## src/rtl/pc_stack_mod_if.sv

```systemverilog
// Control/status bundle between the instruction decoder (master) and the
// program-counter unit (slave).
interface pc_stack_mod_if #(
  parameter int ADDR_W      = 16,
  parameter int STACK_DEPTH = 8
);
  localparam int LVL_W = $clog2(STACK_DEPTH) + 1;

  logic [2:0]        rst_pc_in;
  logic [2:0]        int_pc_in;
  logic [7:0]        data_bus;
  logic [2:0]        pc_sel;
  logic [1:0]        offset_sel;
  logic              write_temp_buf;
  logic              push_ret;
  logic              clear_err;
  logic [ADDR_W-1:0] pc;
  logic [ADDR_W-1:0] pc_w_offset;
  logic [LVL_W-1:0]  stack_level;
  logic              stack_full;
  logic              stack_empty;
  logic              stack_overflow;
  logic              stack_underflow;

  modport master (
    output rst_pc_in, int_pc_in, data_bus, pc_sel, offset_sel,
           write_temp_buf, push_ret, clear_err,
    input  pc, pc_w_offset, stack_level, stack_full, stack_empty,
           stack_overflow, stack_underflow
  );

  modport slave (
    input  rst_pc_in, int_pc_in, data_bus, pc_sel, offset_sel,
           write_temp_buf, push_ret, clear_err,
    output pc, pc_w_offset, stack_level, stack_full, stack_empty,
           stack_overflow, stack_underflow
  );
endinterface

```

## src/rtl/pc_stack_mod.sv

```systemverilog
// Parametrised program counter with fetch offset, byte-wise address temp buffer
// and a hardware return-address stack.
module pc_stack_mod #(
  parameter int          ADDR_W      = 16,
  parameter int          OFFSET_W    = 2,
  parameter int          STACK_DEPTH = 8,
  parameter logic [31:0] RESET_PC    = 32'h0,
  parameter logic [31:0] RST_BASE    = 32'h0000,
  parameter logic [31:0] INT_BASE    = 32'h0040
) (
  input  logic          clock,
  input  logic          reset,
  pc_stack_mod_if.slave bus
);
  localparam int TEMP_W = ADDR_W - 8;
  localparam int IDX_W  = $clog2(STACK_DEPTH);
  localparam int LVL_W  = IDX_W + 1;
  localparam logic [LVL_W-1:0] FULL_LVL = LVL_W'(STACK_DEPTH);

  typedef enum logic [2:0] {
    SEL_HOLD, SEL_COMMIT, SEL_RST, SEL_INT, SEL_ZERO, SEL_ABS, SEL_REL, SEL_RET
  } pc_sel_e;

  pc_sel_e           sel;
  logic [ADDR_W-1:0] pc_q, pc_d;
  logic [OFFSET_W-1:0] offset_q, offset_d;
  logic [TEMP_W-1:0] temp_q, temp_d, temp_shift;
  logic [LVL_W-1:0]  level_q, level_d;
  logic              ovf_q, ovf_d, unf_q, unf_d;
  logic [ADDR_W-1:0] stack_mem [STACK_DEPTH];

  logic [ADDR_W-1:0] pc_w_offset;
  logic [ADDR_W-1:0] stack_top;
  logic [IDX_W-1:0]  top_idx, wr_idx;
  logic              wr_en, is_empty, is_full, pop_ok, new_ovf, new_unf;

  assign sel         = pc_sel_e'(bus.pc_sel);
  assign pc_w_offset = pc_q + ADDR_W'(offset_q);
  assign is_empty    = (level_q == '0);
  assign is_full     = (level_q == FULL_LVL);
  assign top_idx     = level_q[IDX_W-1:0] - IDX_W'(1);
  assign stack_top   = stack_mem[top_idx];
  assign pop_ok      = (sel == SEL_RET) && !is_empty;

  // Little-endian shift-in: the newest byte lands just below the data_bus byte.
  generate
    if (TEMP_W == 8) begin : g_temp_byte
      assign temp_shift = bus.data_bus;
    end else begin : g_temp_shift
      assign temp_shift = {bus.data_bus, temp_q[TEMP_W-1:8]};
    end
  endgenerate

  always_comb begin
    pc_d     = pc_q;
    level_d  = level_q;
    wr_en    = 1'b0;
    wr_idx   = level_q[IDX_W-1:0];
    new_ovf  = 1'b0;
    new_unf  = 1'b0;
    offset_d = offset_q;
    temp_d   = bus.write_temp_buf ? temp_shift : temp_q;

    unique case (sel)
      SEL_COMMIT: pc_d = pc_w_offset;
      SEL_RST:    pc_d = ADDR_W'(RST_BASE) + ADDR_W'({bus.rst_pc_in, 3'b000});
      SEL_INT:    pc_d = ADDR_W'(INT_BASE) + ADDR_W'({bus.int_pc_in, 3'b000});
      SEL_ZERO:   pc_d = '0;
      SEL_ABS:    pc_d = {bus.data_bus, temp_q};
      SEL_REL:    pc_d = pc_w_offset + {{(ADDR_W-8){bus.data_bus[7]}}, bus.data_bus};
      SEL_RET: begin
        if (pop_ok) pc_d = stack_top;
        else        new_unf = 1'b1;
      end
      default: ;
    endcase

    // A push paired with a successful pop overwrites the slot being popped.
    if (bus.push_ret) begin
      if (pop_ok) begin
        wr_en  = 1'b1;
        wr_idx = top_idx;
      end else if (is_full) begin
        new_ovf = 1'b1;
      end else begin
        wr_en   = 1'b1;
        level_d = level_q + LVL_W'(1);
      end
    end else if (pop_ok) begin
      level_d = level_q - LVL_W'(1);
    end

    if (sel != SEL_HOLD) begin
      offset_d = '0;
    end else begin
      unique case (bus.offset_sel)
        2'd1:    offset_d = offset_q + OFFSET_W'(1);
        2'd2:    offset_d = '0;
        default: offset_d = offset_q;
      endcase
    end

    ovf_d = (ovf_q & ~bus.clear_err) | new_ovf;
    unf_d = (unf_q & ~bus.clear_err) | new_unf;
  end

  always_ff @(posedge clock or negedge reset) begin
    if (!reset) begin
      pc_q     <= ADDR_W'(RESET_PC);
      offset_q <= '0;
      temp_q   <= '0;
      level_q  <= '0;
      ovf_q    <= 1'b0;
      unf_q    <= 1'b0;
    end else begin
      pc_q     <= pc_d;
      offset_q <= offset_d;
      temp_q   <= temp_d;
      level_q  <= level_d;
      ovf_q    <= ovf_d;
      unf_q    <= unf_d;
    end
  end

  // Stack storage is not reset; the level counter alone defines valid entries.
  always_ff @(posedge clock) begin
    if (wr_en) stack_mem[wr_idx] <= pc_w_offset;
  end

  assign bus.pc              = pc_q;
  assign bus.pc_w_offset     = pc_w_offset;
  assign bus.stack_level     = level_q;
  assign bus.stack_full      = is_full;
  assign bus.stack_empty     = is_empty;
  assign bus.stack_overflow  = ovf_q;
  assign bus.stack_underflow = unf_q;
endmodule

```

## src/flat_wrapper.sv

```systemverilog
// flat-port wrapper written by rule: the top's interface ports become plain ports
module pc_stack_mod_flat 
#(
  parameter int          ADDR_W      = 16,
  parameter int          OFFSET_W    = 2,
  parameter int          STACK_DEPTH = 8,
  parameter logic [31:0] RESET_PC    = 32'h0,
  parameter logic [31:0] RST_BASE    = 32'h0000,
  parameter logic [31:0] INT_BASE    = 32'h0040
)
  (clock, reset, bus_rst_pc_in, bus_int_pc_in, bus_data_bus, bus_pc_sel, bus_offset_sel, bus_write_temp_buf, bus_push_ret, bus_clear_err, bus_pc, bus_pc_w_offset, bus_stack_level, bus_stack_full, bus_stack_empty, bus_stack_overflow, bus_stack_underflow);
  pc_stack_mod_if #(.ADDR_W(ADDR_W), .STACK_DEPTH(STACK_DEPTH)) bus_i ();
  input  logic clock;
  input  logic reset;
  input wire logic [$bits(bus_i.rst_pc_in)-1:0] bus_rst_pc_in;
  input wire logic [$bits(bus_i.int_pc_in)-1:0] bus_int_pc_in;
  input wire logic [$bits(bus_i.data_bus)-1:0] bus_data_bus;
  input wire logic [$bits(bus_i.pc_sel)-1:0] bus_pc_sel;
  input wire logic [$bits(bus_i.offset_sel)-1:0] bus_offset_sel;
  input wire logic [$bits(bus_i.write_temp_buf)-1:0] bus_write_temp_buf;
  input wire logic [$bits(bus_i.push_ret)-1:0] bus_push_ret;
  input wire logic [$bits(bus_i.clear_err)-1:0] bus_clear_err;
  output wire logic [$bits(bus_i.pc)-1:0] bus_pc;
  output wire logic [$bits(bus_i.pc_w_offset)-1:0] bus_pc_w_offset;
  output wire logic [$bits(bus_i.stack_level)-1:0] bus_stack_level;
  output wire logic [$bits(bus_i.stack_full)-1:0] bus_stack_full;
  output wire logic [$bits(bus_i.stack_empty)-1:0] bus_stack_empty;
  output wire logic [$bits(bus_i.stack_overflow)-1:0] bus_stack_overflow;
  output wire logic [$bits(bus_i.stack_underflow)-1:0] bus_stack_underflow;
  assign bus_i.rst_pc_in = bus_rst_pc_in;
  assign bus_i.int_pc_in = bus_int_pc_in;
  assign bus_i.data_bus = bus_data_bus;
  assign bus_i.pc_sel = bus_pc_sel;
  assign bus_i.offset_sel = bus_offset_sel;
  assign bus_i.write_temp_buf = bus_write_temp_buf;
  assign bus_i.push_ret = bus_push_ret;
  assign bus_i.clear_err = bus_clear_err;
  assign bus_pc = bus_i.pc;
  assign bus_pc_w_offset = bus_i.pc_w_offset;
  assign bus_stack_level = bus_i.stack_level;
  assign bus_stack_full = bus_i.stack_full;
  assign bus_stack_empty = bus_i.stack_empty;
  assign bus_stack_overflow = bus_i.stack_overflow;
  assign bus_stack_underflow = bus_i.stack_underflow;
  pc_stack_mod #(.ADDR_W(ADDR_W), .OFFSET_W(OFFSET_W), .STACK_DEPTH(STACK_DEPTH), .RESET_PC(RESET_PC), .RST_BASE(RST_BASE), .INT_BASE(INT_BASE)) u_core (.clock(clock), .reset(reset), .bus(bus_i));
endmodule
```

## config.mk

```make
export PLATFORM = sky130hd
export DESIGN_NAME = pc_stack_mod_flat
export DESIGN_NICKNAME = d
export VERILOG_FILES = /design/src/rtl/pc_stack_mod_if.sv /design/src/rtl/pc_stack_mod.sv /design/src/flat_wrapper.sv
export SDC_FILE = /design/constraint.sdc
export NUM_CORES = 1
export LEC_CHECK = 0
export CORE_ASPECT_RATIO = 0.5
export CORE_MARGIN = 2
export CORE_UTILIZATION = 35
export CTS_CLUSTER_SIZE = 25
export DETAILED_ROUTE_END_ITERATION = 10
export PLACE_DENSITY_LB_ADDON = 0.2
export REMOVE_ABC_BUFFERS = 1
export SKIP_CTS_REPAIR_TIMING = 1
export SLEW_MARGIN = 20
export SYNTH_ARGS = -nofsm -noshare
export SYNTH_HDL_FRONTEND = slang
export SYNTH_SLANG_ARGS = --single-unit
```

## constraint.sdc

```tcl
create_clock -name clock -period 4.9 [get_ports clock]
set_clock_uncertainty 0.15 [all_clocks]
set_input_delay 1.47 -clock clock [delete_from_list [all_inputs] [get_ports clock]]
set_output_delay 1.47 -clock clock [all_outputs]
set_load 0.01 [all_outputs]
```

==> metrics.txt, run 1 <==
# TYPE chip_impl_metric gauge
chip_impl_metric{name="portBuffers",unit=""} 63
chip_impl_metric{name="grt_remaining_overflow",unit=""} 0
chip_impl_info{name="worstPathCellList",value="ha_1 -> fa_1 -> nand4_1 -> or4_1 -> xnor2_1 -> clkdlybuf4s50_1"} 1
chip_impl_info{name="unrepaired_setup_endpoints_after_global_routing",value="no"} 1
chip_impl_metric{name="place_ws",unit="ps"} 544
chip_impl_metric{name="total_leakage_power",unit="nW"} 3.66
chip_impl_metric{name="timing.critical_path.slowest_cell_delay",unit="ps"} 630
chip_impl_metric{name="report.final.slew_viol_count",unit=""} 0
chip_impl_metric{name="antenna_violations_before_repair",unit=""} 1
chip_impl_metric{name="worst_setup_hold_path_clk_slew",unit="ps"} 60
chip_impl_metric{name="layout-drive-gt1-share",unit=""} 0.155
chip_impl_metric{name="grt.total_usage",unit=""} 0.184
chip_impl_metric{name="period_share",unit=""} 0.955
chip_impl_info{name="synthFlopType",value="sky130_fd_sc_hd__edfxtp_1"} 1
chip_impl_metric{name="timing.critical_path.fanout_max",unit=""} 5
chip_impl_metric{name="area_of_the_die",unit="µm²"} 24400
chip_impl_metric{name="number_of_global_route_vias_before_repair",unit=""} 5200
chip_impl_metric{name="synth_top_area_frac",unit=""} 0.476
chip_impl_metric{name="dpl_cell_area",unit="µm²"} 9250
chip_impl_metric{name="remaining_drc_errors",unit=""} 0
chip_impl_metric{name="power_density_over_the_cells",unit="nW/µm²"} 576
chip_impl_info{name="terminus_of_the_critical_flop_to_flop_path",value="u_core.bus.pc[9]$_DFFE_PN0P_"} 1
chip_impl_metric{name="power.ir.vdd_worst",unit="V"} 0.000291
chip_impl_info{name="timing.critical_path.max_delay_family",value="simple AND/OR/NAND/NOR gates"} 1
chip_impl_metric{name="globalplace.congestion",unit=""} 0.906
chip_impl_metric{name="wire_length_of_the_first_global_routing_pass",unit="µm"} 32900
chip_impl_info{name="post_synth_most_frequent_cells",value="sky130_fd_sc_hd__edfxtp_1 (128), sky130_fd_sc_hd__nand2_1 (63), sky130_fd_sc_hd__a21oi_1 (39)"} 1
chip_impl_metric{name="cap_violations",unit=""} 0
chip_impl_metric{name="cp_num_buf_inv",unit=""} 1
chip_impl_metric{name="async_set_or_reset_flop_fraction_in_the_synthesized_netlist",unit=""} 0.200
chip_impl_metric{name="fmax",unit="MHz"} 214
chip_impl_metric{name="timing.reg2reg.setup_slack",unit="ps"} 890
chip_impl_info{name="cell_accounting_for_the_most_synthesized_area",value="sky130_fd_sc_hd__edfxtp_1"} 1
chip_impl_metric{name="postRouteWirelength",unit="µm"} 21700
chip_impl_metric{name="worstPathArrival",unit="ps"} 3060
chip_impl_info{name="clock_tree_from_tritoncts",value="yes"} 1
chip_impl_metric{name="mapped_cell_area",unit="µm²"} 8080
chip_impl_metric{name="design.portCount",unit=""} 64
chip_impl_metric{name="diodes",unit=""} 0
chip_impl_info{name="hold-path-endpoint",value="u_core.temp_q[2]$_DFFE_PN0P_"} 1
chip_impl_metric{name="post_synth_inst_count",unit=""} 610
chip_impl_metric{name="row_count",unit=""} 39
chip_impl_metric{name="timing.final.hold_violations",unit=""} 0
chip_impl_metric{name="floorplan.die.height",unit="µm"} 111
chip_impl_info{name="run_status",value="completed"} 1
chip_impl_info{name="cp_slowest_cell",value="sky130_fd_sc_hd__or4_1"} 1
chip_impl_info{name="critPathKind",value="flop to output pin"} 1
chip_impl_info{name="worst_r2r_startpoint",value="u_core.offset_q[1]$_DFFE_PN0P_"} 1
chip_impl_metric{name="tritoncts.num_buffers",unit=""} 17
chip_impl_metric{name="post_synth.cell_area_avg",unit="µm²"} 13.2
chip_impl_info{name="yosysMostFrequentCell",value="sky130_fd_sc_hd__edfxtp_1"} 1
chip_impl_metric{name="clock_sink_count",unit=""} 160
chip_impl_metric{name="post-dp-hpwl",unit="µm"} 15000
chip_impl_metric{name="die_w",unit="µm"} 219
chip_impl_metric{name="synth_seq_area_share",unit=""} 0.575
chip_impl_metric{name="synth.ff_latch_count",unit=""} 160
chip_impl_metric{name="reg2reg_depth",unit=""} 12
chip_impl_info{name="min-delay-path-class",value="flop to flop"} 1
chip_impl_info{name="clk_root_buffer_cell",value="sky130_fd_sc_hd__clkbuf_16"} 1
chip_impl_metric{name="hold_slack",unit="ps"} 358
chip_impl_info{name="synth.area.top_cells",value="sky130_fd_sc_hd__edfxtp_1 (48%), sky130_fd_sc_hd__dfrtp_1 (9.9%), sky130_fd_sc_hd__mux4_2 (5.0%), sky130_fd_sc_hd__mux4_1 (4.6%), sky130_fd_sc_hd__ha_1 (3.1%)"} 1
chip_impl_metric{name="setup_viol",unit=""} 0
chip_impl_metric{name="layout_min_cycle_time",unit="ps"} 4680
chip_impl_metric{name="layout.filler_cells",unit=""} 2120
chip_impl_metric{name="ctsHtreeMaxLevel",unit=""} 4
chip_impl_metric{name="placedCellCount",unit=""} 992
chip_impl_metric{name="synthesis.yosys.warnings",unit=""} 0
chip_impl_metric{name="drt-vias-per-instance",unit=""} 5.40
chip_impl_metric{name="design_area",unit="µm²"} 9860
chip_impl_metric{name="worstSkewPairLatency",unit="ps"} 430
chip_impl_metric{name="worstPathRequired",unit="ps"} 3280
chip_impl_info{name="critical_path.startpoint_type",value="flop"} 1
chip_impl_metric{name="finalNetCount",unit=""} 751
chip_impl_metric{name="placeableCoreArea",unit="µm²"} 22700
chip_impl_metric{name="postRouteAntennaNets",unit=""} 0
chip_impl_info{name="crit_path_end_kind",value="output pin"} 1
chip_impl_metric{name="final.setup.worst_slack",unit="ps"} 222
chip_impl_metric{name="largest_net_degree_at_the_start_of_global_routing",unit=""} 38
chip_impl_metric{name="synth.lib_cells_used.distinct",unit=""} 67
chip_impl_metric{name="ctsLongestPathBuffers",unit=""} 2
chip_impl_metric{name="dr.first_iter.drc_count",unit=""} 592
chip_impl_metric{name="post_drt_wl_per_cell",unit="µm"} 21.2
chip_impl_metric{name="routed-via-count",unit=""} 5533
chip_impl_metric{name="max_slew_margin",unit=""} 0.423
chip_impl_metric{name="transition_time_at_the_pin_with_the_least_slew_margin",unit="ps"} 861
chip_impl_metric{name="floorplan.initialDensity",unit=""} 0.355
chip_impl_metric{name="setup-tns-final",unit="ps"} 0
chip_impl_metric{name="final-instance-count-excl-fill",unit=""} 1024
chip_impl_metric{name="drt_pre_antenna_iters",unit=""} 5
chip_impl_metric{name="area.growth.synth_to_final",unit="%"} 22.1
chip_impl_metric{name="synth_enable_flop_cells",unit=""} 128
chip_impl_metric{name="worst_hold_path.num_cells",unit=""} 1
chip_impl_info{name="min-delay-start",value="u_core.temp_q[2]$_DFFE_PN0P_"} 1
[cells by family (layout without fill, tap and decap cells)]
kind of cell,Yosys count,count (layout),share of synthesized area
adders and majority gates,23,23,0.0384
xor gates and xnor gates,33,33,0.0384
and+or+nand+nor,157,157,0.0921
buffers and inverters,51,158,0.0300
AOI/OAI and AO/OA,143,143,0.116
DFF,160,160,0.575
muxes,43,43,0.111
[cell usage in the layout (no fill, tap or decap), types with 17 or more instances in the layout]
cell and instances:
sky130_fd_sc_hd__inv_1 20, sky130_fd_sc_hd__clkbuf_16 17, sky130_fd_sc_hd__ha_1 19, sky130_fd_sc_hd__nand2_1 63
sky130_fd_sc_hd__edfxtp_1 128, sky130_fd_sc_hd__mux4_2 18, sky130_fd_sc_hd__o21ai_0 26, sky130_fd_sc_hd__dfrtp_1 31
sky130_fd_sc_hd__a21oi_1 39, sky130_fd_sc_hd__buf_4 42, sky130_fd_sc_hd__clkdlybuf4s50_1 62, sky130_fd_sc_hd__nand3_1 19
sky130_fd_sc_hd__nor2_1 34
[registers in the layout, summed over array words and instances (netlist names)]
signal / count
u_core.temp_q: 8
u_core.bus.stack_level: 4
u_core.bus.pc: 16
u_core.bus.stack_underflow: 1
u_core.offset_q: 2
u_core.stack_mem: 128
u_core.bus.stack_overflow: 1
[metal layers]
| metal | routed length (µm) | GRT usage |
|---|---|---|
| met1 | 11000 | 0.282 |
| met5 | 0 | 0 |
| met4 | 219 | 0.0428 |
| met2 | 9450 | 0.269 |
| met3 | 1040 | 0.0369 |
[metrics by stage]
step,power (mW),util
5_1_grt,5.99,0.434
3_3_place_gp,4.31,0.407
2_1_floorplan,3.36,-
6_report,5.68,0.434
3_5_place_dp,4.33,0.407
4_1_cts,5.73,0.433
[layout make-up]
cell class	count	area (µm²)	area share
multi-input cells	399	3210	0.325
repair buffers	105	941	0.0954
clock inverters	15	179	0.0181
well taps	307	384	0.0389
clock buffers	17	425	0.0431
inverters	21	78.8	0.00799
flip-flops and latches	160	4650	0.471
[report_power, final]
| group | internal [mW] | switching, mW | leakage [nW] | total [mW] |
|---|---|---|---|---|
| combinational | 1.04 | 1.34 | 1.79 | 2.38 |
| clock | 0.808 | 0.571 | 0.292 | 1.38 |
| sequential | 1.79 | 0.131 | 1.57 | 1.93 |
| total | 3.64 | 2.04 | 3.66 | 5.68 |
[how the worst max path moves through the flow]
stage	start	endpoint	depth (start not counted)
after global placement	u_core.offset_q[1]$_DFFE_PN0P_	bus_pc_w_offset[13]	6
after detailed placement	u_core.offset_q[1]$_DFFE_PN0P_	bus_pc_w_offset[13]	6
after global routing	u_core.offset_q[0]$_DFFE_PN0P_	bus_pc_w_offset[8]	9
after floorplan	u_core.bus.stack_level[0]$_DFFE_PN0P_	u_core.stack_mem[4][0]$_DFFE_PP_	8
after CTS	u_core.offset_q[1]$_DFFE_PN0P_	bus_pc_w_offset[13]	6
final	u_core.offset_q[0]$_DFFE_PN0P_	bus_pc_w_offset[12]	6
(Power assumes the default switching activity.)
==> run 2, diff against run 1 <==
Clock period 4.9 ns to 4.2 ns, I/O delays scaled along.
==> run 2 against run 1 <==
Net effect: critical path depth unchanged; sequential cell count is the same; clock-buffer cell count is 1 higher; sequential power increased by 17%; power grew 17%; worst setup slack got worse by 110 ps; combinational power is 18% higher; critical endpoint is now bus_pc_w_offset[13].
==> metrics.txt, run 2 (synthesized netlist as in run 1, its figures left out) <==
# TYPE chip_impl_metric gauge
chip_impl_metric{name="hold_slack",unit="ps"} 352
chip_impl_metric{name="worstPathRequired",unit="ps"} 2790
chip_impl_metric{name="worstSkewPairLatency",unit="ps"} 440
chip_impl_info{name="worstPathCellList",value="ha_1 -> a21oi_4 -> nor2_1 -> nand3_1 -> xnor2_1 -> clkdlybuf4s50_1"} 1
chip_impl_metric{name="layout_min_cycle_time",unit="ps"} 4090
chip_impl_metric{name="final-instance-count-excl-fill",unit=""} 1033
chip_impl_info{name="leading_cell_types_in_the_layout_fill_and_taps_excluded",value="sky130_fd_sc_hd__edfxtp_1 (128), sky130_fd_sc_hd__nand2_1 (63), sky130_fd_sc_hd__clkdlybuf4s50_1 (58)"} 1
chip_impl_info{name="critical_path.startpoint_type",value="flop"} 1
chip_impl_metric{name="largest_net_degree_at_the_start_of_global_routing",unit=""} 38
chip_impl_info{name="min-delay-path-class",value="flop to flop"} 1
chip_impl_metric{name="floorplan.die.height",unit="µm"} 111
chip_impl_metric{name="finalNetCount",unit=""} 760
chip_impl_metric{name="postRouteAntennaNets",unit=""} 0
chip_impl_metric{name="drt_pre_antenna_iters",unit=""} 4
chip_impl_metric{name="report.final.slew_viol_count",unit=""} 0
chip_impl_metric{name="area_of_the_die",unit="µm²"} 24400
chip_impl_metric{name="diodes",unit=""} 0
chip_impl_metric{name="dpl_cell_area",unit="µm²"} 9310
chip_impl_info{name="clock_tree_from_tritoncts",value="yes"} 1
chip_impl_metric{name="layout-drive-gt1-share",unit=""} 0.186
chip_impl_metric{name="timing.critical_path.fanout_max",unit=""} 5
chip_impl_metric{name="layout.filler_cells",unit=""} 2106
chip_impl_metric{name="number_of_global_route_vias_before_repair",unit=""} 5622
chip_impl_metric{name="post-dp-hpwl",unit="µm"} 15000
chip_impl_metric{name="die_w",unit="µm"} 219
chip_impl_info{name="clk_root_buffer_cell",value="sky130_fd_sc_hd__clkbuf_16"} 1
chip_impl_info{name="cp_slowest_cell",value="sky130_fd_sc_hd__clkdlybuf4s50_1"} 1
chip_impl_info{name="critPathKind",value="flop to output pin"} 1
chip_impl_metric{name="dr.first_iter.drc_count",unit=""} 532
chip_impl_metric{name="placedCellCount",unit=""} 1000
chip_impl_metric{name="cap_violations",unit=""} 0
chip_impl_metric{name="timing.critical_path.slowest_cell_delay",unit="ps"} 610
chip_impl_metric{name="design.portCount",unit=""} 64
chip_impl_metric{name="drt-vias-per-instance",unit=""} 5.40
chip_impl_metric{name="register_area",unit="µm²"} 4650
chip_impl_metric{name="post_drt_wl_per_cell",unit="µm"} 21.1
chip_impl_metric{name="transition_time_at_the_pin_with_the_least_slew_margin",unit="ps"} 926
chip_impl_metric{name="floorplan.initialDensity",unit=""} 0.355
chip_impl_info{name="run_status",value="completed"} 1
chip_impl_info{name="final_common_cell",value="sky130_fd_sc_hd__edfxtp_1"} 1
chip_impl_metric{name="total_leakage_power",unit="nW"} 3.78
chip_impl_metric{name="design_area",unit="µm²"} 10000
chip_impl_metric{name="largest_reg_flops",unit=""} 128
chip_impl_metric{name="area_taken_by_multi_input_logic_gates",unit="µm²"} 3280
chip_impl_metric{name="worstPathArrival",unit="ps"} 2680
chip_impl_metric{name="worst_setup_hold_path_clk_slew",unit="ps"} 70
chip_impl_metric{name="ctsLongestPathBuffers",unit=""} 2
chip_impl_metric{name="clock_sink_count",unit=""} 160
chip_impl_metric{name="globalplace.congestion",unit=""} 0.884
chip_impl_metric{name="remaining_drc_errors",unit=""} 0
chip_impl_metric{name="post-route-util",unit=""} 0.440
chip_impl_metric{name="ctsHtreeMaxLevel",unit=""} 4
chip_impl_metric{name="tritoncts.num_buffers",unit=""} 17
chip_impl_metric{name="grt_remaining_overflow",unit=""} 0
chip_impl_metric{name="wire_length_of_the_first_global_routing_pass",unit="µm"} 34000
chip_impl_metric{name="setup_viol",unit=""} 0
chip_impl_metric{name="portBuffers",unit=""} 63
chip_impl_info{name="crit_path_end_kind",value="output pin"} 1
chip_impl_metric{name="timing.final.hold_violations",unit=""} 0
chip_impl_info{name="regMostFlops",value="u_core.stack_mem"} 1
chip_impl_metric{name="placeableCoreArea",unit="µm²"} 22700
chip_impl_metric{name="fmax",unit="MHz"} 245
chip_impl_metric{name="row_count",unit=""} 39
chip_impl_metric{name="antenna_violations_before_repair",unit=""} 0
chip_impl_metric{name="routed-via-count",unit=""} 5575
chip_impl_metric{name="grt.total_usage",unit=""} 0.187
chip_impl_info{name="timing.critical_path.max_delay_family",value="buffers and inverters"} 1
chip_impl_metric{name="power.ir.vdd_worst",unit="V"} 0.000351
chip_impl_metric{name="cp_num_buf_inv",unit=""} 1
chip_impl_metric{name="max_slew_margin",unit=""} 0.382
chip_impl_metric{name="power_density_over_the_cells",unit="nW/µm²"} 661
chip_impl_metric{name="period_share",unit=""} 0.974
chip_impl_metric{name="postRouteWirelength",unit="µm"} 21800
chip_impl_metric{name="area.growth.synth_to_final",unit="%"} 23.8
chip_impl_info{name="unrepaired_setup_endpoints_after_global_routing",value="yes"} 1
-- run 2: cell count changes in the layout (fill, tap and decap cells not counted), moves of 3 or more --
| cell | before | now |
|---|---|---|
| sky130_fd_sc_hd__clkinv_1 | 4 | 0 |
| sky130_fd_sc_hd__bufinv_16 | 3 | 0 |
| sky130_fd_sc_hd__dfrtp_2 | 1 | 4 |
| sky130_fd_sc_hd__dlymetal6s2s_1 | 0 | 4 |
| sky130_fd_sc_hd__dfrtp_1 | 31 | 28 |
| sky130_fd_sc_hd__clkdlybuf4s50_1 | 62 | 58 |
| sky130_fd_sc_hd__inv_8 | 2 | 5 |
| sky130_fd_sc_hd__clkinv_8 | 0 | 4 |
| sky130_fd_sc_hd__buf_4 | 42 | 51 |
| sky130_fd_sc_hd__xnor2_1 | 16 | 13 |
-- run 2: path summary, 6_finish.rpt --
path	startpoint	end	slack (ps)	depth (start not counted)
max	u_core.offset_q[1]$_DFFE_PN0P_	bus_pc_w_offset[13]	110	6
min	u_core.bus.stack_level[3]$_DFFE_PN0P_	u_core.bus.stack_level[3]$_DFFE_PN0P_	350	1
max reg2reg	u_core.bus.pc[0]$_DFFE_PN0P_	u_core.bus.pc[11]$_DFFE_PN0P_	610	15
min reg2reg	u_core.bus.stack_level[3]$_DFFE_PN0P_	u_core.bus.stack_level[3]$_DFFE_PN0P_	350	1
max in group asynchronous	reset	u_core.bus.stack_level[0]$_DFFE_PN0P_	2570	1
min in group asynchronous	reset	u_core.bus.pc[8]$_DFFE_PN0P_	760	1
-- run 2: power by group --
part	internal (mW)	switching [mW]
clock network	0.802	0.748
logic	1.23	1.59
registers	2.09	0.160
-- run 2: metrics by stage --
step	worst slack [ps]	total power, mW	TNS [ps]
after floorplan	-115	3.92	-13850
after global placement	297	5.04	0
after detailed placement	288	5.06	0
after CTS	-189	6.62	-749
after global routing	-22.1	7.00	-23.2
final	110	6.62	0
-- run 2: final cells by class --
class | instances | area share
Multi-Input combinational cell | 399 | 0.328
Inverter | 21 | 0.00788
Tap cell | 307 | 0.0384
Timing Repair Buffer | 114 | 0.102
Clock buffer | 18 | 0.0429
Sequential cell | 160 | 0.465
Clock inverter | 14 | 0.0164
-- run 2: per-layer routing --
layer	part of all wire	GRT usage	vias up
met1	0.49	0.277	2849
met3	0.044	0.0347	20
met5	0	0	-
met4	0.015	0.0500	0
li1	-	-	2567
met2	0.45	0.283	139
